File: config.mk
export PLATFORM = sky130hd
export DESIGN_NAME = poly_add_seq
export DESIGN_NICKNAME = d
export VERILOG_FILES = /design/src/rtl/poly_add_seq.sv
export SDC_FILE = /design/constraint.sdc
export NUM_CORES = 1
export LEC_CHECK = 0
export CAP_MARGIN = 20
export CELL_PAD_IN_SITES_DETAIL_PLACEMENT = 1
export CELL_PAD_IN_SITES_GLOBAL_PLACEMENT = 1
export CORE_ASPECT_RATIO = 0.9
export CORE_MARGIN = 4
export CORE_UTILIZATION = 23
export DETAILED_ROUTE_END_ITERATION = 8
export PLACE_DENSITY_LB_ADDON = 0.1
export SETUP_SLACK_MARGIN = 0.5
export SYNTH_ARGS = -nofsm -noshare
export SYNTH_HDL_FRONTEND = slang
export SYNTH_SLANG_ARGS = --single-unit
File: constraint.sdc
create_clock -name clk -period 3.25 [get_ports clk]
set_input_delay 0.4875 -clock clk [delete_from_list [all_inputs] [get_ports clk]]
set_output_delay 0.4875 -clock clk [all_outputs]
set_load 0.05 [all_outputs]
File: src/rtl/poly_add_seq.sv
`default_nettype none
// ============================================================================
// Module   : poly_add_seq
// Brief    : Sequencer for the dual-lane modular polynomial adder. Streams
//            len packed words of operand A and operand B from two
//            synchronous-read RAMs into the adder. Writes the adder results
//            to the destination RAM. Pulses done after the last write.
// Revision : 1.0 - initial release
// ============================================================================
module poly_add_seq #(
  parameter int AW = 8,   // address width of all three RAM ports
  parameter int LW = 8,   // width of the word-count field
  parameter int DW = 50   // packed data width (2 x 25-bit coefficients)
) (
  input  logic          clk,
  input  logic          rst,          // asynchronous, active low

  // job request
  input  logic          start,
  input  logic          q_mod,
  input  logic [LW-1:0] len,
  input  logic [AW-1:0] a_base,
  input  logic [AW-1:0] b_base,
  input  logic [AW-1:0] d_base,

  // operand A RAM
  output logic          a_rd_en,
  output logic [AW-1:0] a_addr,
  input  logic [DW-1:0] a_rdata,

  // operand B RAM
  output logic          b_rd_en,
  output logic [AW-1:0] b_addr,
  input  logic [DW-1:0] b_rdata,

  // adder interface
  output logic          add_in_flag,
  output logic          add_q_mod,
  output logic [DW-1:0] add_din1,
  output logic [DW-1:0] add_din2,
  input  logic [DW-1:0] add_dout,
  input  logic          add_out_flag,

  // destination RAM
  output logic          d_wr_en,
  output logic [AW-1:0] d_addr,
  output logic [DW-1:0] d_wdata,

  // status
  output logic          busy,
  output logic          done
);

  // --------------------------------------------------------------------------
  // State encoding
  // --------------------------------------------------------------------------
  localparam logic [1:0] C_IDLE  = 2'd0;
  localparam logic [1:0] C_RUN   = 2'd1;
  localparam logic [1:0] C_DRAIN = 2'd2;
  localparam logic [1:0] C_FIN   = 2'd3;

  // --------------------------------------------------------------------------
  // Registers (q) and their next values (d)
  // --------------------------------------------------------------------------
  logic [1:0]    state_q,  state_d;
  logic [LW-1:0] len_q,    len_d;
  logic [AW-1:0] a_base_q, a_base_d;
  logic [AW-1:0] b_base_q, b_base_d;
  logic [AW-1:0] d_base_q, d_base_d;
  logic          q_mod_q,  q_mod_d;
  logic [LW-1:0] rd_cnt_q, rd_cnt_d;
  logic [LW-1:0] wr_cnt_q, wr_cnt_d;
  logic          rd_vld_q, rd_vld_d;

  // --------------------------------------------------------------------------
  // Combinational helpers
  // --------------------------------------------------------------------------
  logic          w_accept;    // start taken this cycle
  logic          w_rd_issue;  // read strobe this cycle
  logic          w_rd_last;   // this read carries index len-1
  logic          w_active;    // job owns the write port
  logic          w_wr_accept; // result accepted into destination RAM
  logic [AW-1:0] w_rd_off;    // read count resized to address width
  logic [AW-1:0] w_wr_off;    // write count resized to address width

  assign w_accept    = (state_q == C_IDLE) && start;
  assign w_rd_issue  = (state_q == C_RUN);
  assign w_rd_last   = w_rd_issue && (rd_cnt_q == (len_q - LW'(1)));
  assign w_active    = (state_q == C_RUN) || (state_q == C_DRAIN);
  // Results beyond len (or after an abort) never reach the RAM.
  assign w_wr_accept = w_active && add_out_flag && (wr_cnt_q < len_q);

  // Counters are resized to the address width; the sum wraps modulo 2^AW.
  generate
    if (LW >= AW) begin : g_off_trunc
      assign w_rd_off = rd_cnt_q[AW-1:0];
      assign w_wr_off = wr_cnt_q[AW-1:0];
    end else begin : g_off_ext
      assign w_rd_off = {{(AW-LW){1'b0}}, rd_cnt_q};
      assign w_wr_off = {{(AW-LW){1'b0}}, wr_cnt_q};
    end
  endgenerate

  // --------------------------------------------------------------------------
  // State register and job registers; reset aborts any job immediately
  // --------------------------------------------------------------------------
  always_ff @(posedge clk or negedge rst) begin
    if (!rst) begin
      state_q  <= C_IDLE;
      len_q    <= '0;
      a_base_q <= '0;
      b_base_q <= '0;
      d_base_q <= '0;
      q_mod_q  <= 1'b0;
      rd_cnt_q <= '0;
      wr_cnt_q <= '0;
      rd_vld_q <= 1'b0;
    end else begin
      state_q  <= state_d;
      len_q    <= len_d;
      a_base_q <= a_base_d;
      b_base_q <= b_base_d;
      d_base_q <= d_base_d;
      q_mod_q  <= q_mod_d;
      rd_cnt_q <= rd_cnt_d;
      wr_cnt_q <= wr_cnt_d;
      rd_vld_q <= rd_vld_d;
    end
  end

  // Next-state logic: DRAIN exits on the cycle the final result is written
  always_comb begin
    state_d = state_q;
    case (state_q)
      C_IDLE:  if (start) state_d = (len == '0) ? C_FIN : C_RUN;
      C_RUN:   if (w_rd_last) state_d = C_DRAIN;
      C_DRAIN: if (wr_cnt_d == len_q) state_d = C_FIN;
      C_FIN:   state_d = C_IDLE;
      default: state_d = C_IDLE;
    endcase
  end

  // Job parameters latch only when a start is accepted in IDLE
  always_comb begin
    len_d    = len_q;
    a_base_d = a_base_q;
    b_base_d = b_base_q;
    d_base_d = d_base_q;
    q_mod_d  = q_mod_q;
    if (w_accept) begin
      len_d    = len;
      a_base_d = a_base;
      b_base_d = b_base;
      d_base_d = d_base;
      q_mod_d  = q_mod;
    end
  end

  // Read/write counters and the read-valid pipeline stage
  always_comb begin
    rd_cnt_d = rd_cnt_q;
    wr_cnt_d = wr_cnt_q;
    if (w_accept) begin
      rd_cnt_d = '0;
      wr_cnt_d = '0;
    end else begin
      if (w_rd_issue)  rd_cnt_d = rd_cnt_q + LW'(1);
      if (w_wr_accept) wr_cnt_d = wr_cnt_q + LW'(1);
    end
    // RAM data appears one cycle after the strobe, so the adder's valid
    // follows the strobe by one cycle.
    rd_vld_d = w_rd_issue;
  end

  // Output decode from the current state and registered job context
  always_comb begin
    a_rd_en     = w_rd_issue;
    b_rd_en     = w_rd_issue;
    a_addr      = a_base_q + w_rd_off;
    b_addr      = b_base_q + w_rd_off;
    add_in_flag = rd_vld_q;
    add_q_mod   = q_mod_q;
    add_din1    = a_rdata;
    add_din2    = b_rdata;
    d_wr_en     = w_wr_accept;
    d_addr      = d_base_q + w_wr_off;
    d_wdata     = add_dout;
    busy        = w_active;
    done        = (state_q == C_FIN);
  end

endmodule
`default_nettype wire

==> metrics.md <==
| Metric | Value |
|---|---|
| Status | `complete, no violations` |
| # IOs | `between 300 and 400` |
| Synth Register Bits | `52` |
| RSZ-0062 raised after global routing | `yes` |
| Lkg Pwr | `roughly 2.6 nW` |
| Largest net degree at the start of global routing | `39` |
| Antenna diodes | `0` |
| Worst setup EP type | `output pin` |
| Power density over the cells | `roughly 1100 nW/um^2` |
| Seq/Total Area, Yosys | `0.263` |
| DP Wirelength | `11.2 mm` |
| Layout cells sized above 1 | `0.284` |
| Max Cap Viol | `0` |
| EDFF count, synth | `0` |
| Clock-pin slew on the worst setup and hold paths | `approximately 0.08 ns` |
| Slew HR | `0.516` |
| Core footprint | `approximately 21000 sq um` |
| CTS Buf Count | `5` |
| First-pass GRT wire length | `23.5 mm` |
| Total gr overflow | `0` |
| Commonest non-fill, non-tap cell in the layout | `nand2_1` |
| H-tree depth | `2` |
| Clock sink count | `52` |
| Max Slew Vio Count | `0` |
| Hold Path Class | `input port to async pin` |
| Mapped Cells | `between 500 and 600` |
| Max Freq | `around 360 MHz` |
| Routability cong. | `0.769` |
| Slew @ Worst Pin | `0.720 ns` |
| Final hold slack | `between 0.2 and 0.25 ns` |
| Sw Ratio | `0.520` |
| Fillers | `2450` |
| Commonest non-fill, non-tap cells in the layout | `nand2_1 (98), buf_4 (52), dfrtp_1 (46)` |
| Via count | `3729` |
| Switching pwr | `~0.0033 W` |
| Setup WS pre-CTS | `between 0.1 and 0.15 ns` |
| Chip width | `roughly 160 um` |
| All-Layer GR Usage | `0.124` |
| Fraction of registers with async set/reset | `1.00` |
| Critical path required time | `between 2 and 3 ns` |
| CTS tree | `yes` |
| Tmin final | `between 2 and 3 ns` |
| Starting Density | `0.236` |
| Cell Area, Synth | `slightly below 5000 sq um` |
| Number of nets in the layout | `781` |
| Setup TNS | `0 ns` |
| Fin. Hold Viols | `0` |
| Setup ws final | `~0.45 ns` |
| Final period util | `0.861` |
| Worst EP arrival | `around 2.3 ns` |
| Via-to-Cell Ratio | `approximately 4.4` |
| Placed insts | `between 800 and 900` |
| Storage element area | `~1300 sq um` |
| Die footprint | `23900 sq um` |
| Power share of the sequential group | `0.180` |
| Clk pwr share | `0.093` |
| Area taken by multi-input logic gates | `~2700 sq um` |
| Number of nets with antenna violations after routing | `0` |
| Clock Skew | `~0.0064 ns` |
| Setup violators final | `0` |
| Standard-cell row count | `50` |
| CP Class | `flip-flop to output pin` |
| Startpoint types | `flip-flop` |
| First-pass DRT Iterations | `4` |
| Port buffer count | `between 60 and 70` |
| Cell Int Power | `~0.003 W` |
| Vias in the first global route | `4096` |
| Synth-to-Final Area Change | `16.0%` |
| Initial antenna violation count | `0` |
| CP max FO | `3` |
| Top_reg_cell synth | `dfrtp_1` |
| Avg WL per Cell | `about 18 um` |
| Peak VDD IR | `between 300 and 400 uV` |
| Final wirelength | `14.9 mm` |
| Residual DRC count | `0` |
| Clk_lat worst skew | `roughly 0.30 ns` |
| Non-filler cells, final | `842` |
| Longest Clk Path Bufs | `2` |
| Height of the die | `around 150 um` |
| Gate power share | `0.727` |
| Syn Area/Cell | `approximately 8.3 sq um` |
| 1st-iter DRT viols | `around 130` |
| Count of hold-fix buffers inserted at cts | `0` |
| CTS Root Buffer Type | `clkbuf_16` |
| Worst reg-to-reg path cell count | `9` |
| Syn_nets | `822` |
| Synth warn | `0` |
| Count of different cell masters after synthesis | `56` |
[routing by layer]
metal	wire, um	global-route usage
met1	6980	0.169
met2	6200	0.181
met3	802	0.0247
met4	904	0.0782
met5	0	0
[cell families after synthesis]
family          synth area share
compound gates             0.124
xor+xnor                  0.0692
fa+ha+maj                  0.103
buf+inv                    0.266
flops                      0.263
mux                      0.00608
simple gates               0.167
[timing repair]
action                                  CTS  global route
resized for setup                        57            27
pin swaps                                36            30
endpoints found under the setup margin   23            13
setup buffers                            19            14
hold endpoints to repair                  0             0
[power groups by stage]
stage	combinational (W)	sequential [W]	clock [W]
2_1_floorplan	0.00328	0.00111	0
3_3_place_gp	0.00410	0.00113	0
3_5_place_dp	0.00413	0.00113	0
4_1_cts	0.00437	0.00113	0.000614
5_1_grt	0.00496	0.00117	0.000640
6_report	0.00455	0.00113	0.000583
[registers in the layout (all words and copies together) (netlist names)]
signal       cells
d_base_q         8
state_q          2
a_base_q         8
b_base_q         8
add_in_flag      1
rd_cnt_q         8
len_q            8
w_wr_off         8
add_q_mod        1
[metrics by stage]
stage	area (sq um)	total power [W]	utilization
5_1_grt	5730	0.00677	0.273
4_1_cts	5480	0.00611	0.261
3_3_place_gp	5010	0.00523	0.239
3_5_place_dp	5010	0.00526	0.239
2_1_floorplan	4990	0.00439	-
6_report	5730	0.00627	0.273
[cell usage after synthesis (all sizes together) (3+ instances only)]
cell      n  area, sq um
a21o      6         45.0
a21oi    24          120
a31oi     6         43.8
and3      5         36.3
buf     154         1140
clkbuf   11         41.3
dfrtp    52         1300
fa        3         60.1
ha       36          450
inv      34          128
mux2i     3         30.0
nand2    99          372
nand2b    4         25.0
nand3     6         30.0
nand4     4         25.0
nor2     23         86.3
nor2b     3         18.8
nor3     11         71.3
nor4     10         62.6
o211a     3         30.0
o21a      3         22.5
o21ai    17         96.4
o21bai    9         67.6
xnor2    26          228
xor2     13          114
[layout make-up]
class | count | share of cell area
Multi-Input combinational cell | 345 | 0.467
Sequential cell | 52 | 0.228
Timing Repair Buffer | 117 | 0.193
Tap cell | 286 | 0.0624
Clock buffer | 7 | 0.0249
Inverter | 34 | 0.0223
Clock inverter | 1 | 0.00131
[final timing paths]
| kind | slack [ns] | startpoint | endpoint |
|---|---|---|---|
| setup / recovery | 0.45 | rd_cnt_q[1] | a_addr[7] |
| hold / removal | 0.22 | rst | add_q_mod |
| setup reg to reg | 0.51 | w_wr_off[1] | state_q[1] |
| hold reg to reg | 0.48 | add_q_mod | add_q_mod |
| max in group asynchronous | 2.41 | rst | w_wr_off[0] |
| min in group clk | 0.48 | add_q_mod | add_q_mod |
[critical path, stage by stage (launching register included)]
cell,delay [ns]
dfrtp_2,0.45
buf_12,0.14
ha_4,0.19
a21o_1,0.18
a21oi_4,0.17
o21bai_2,0.10
a21oi_2,0.18
o21bai_1,0.10
a21oi_2,0.18
xnor2_2,0.15
buf_12,0.17
Power figures use the tool's default switching activity.
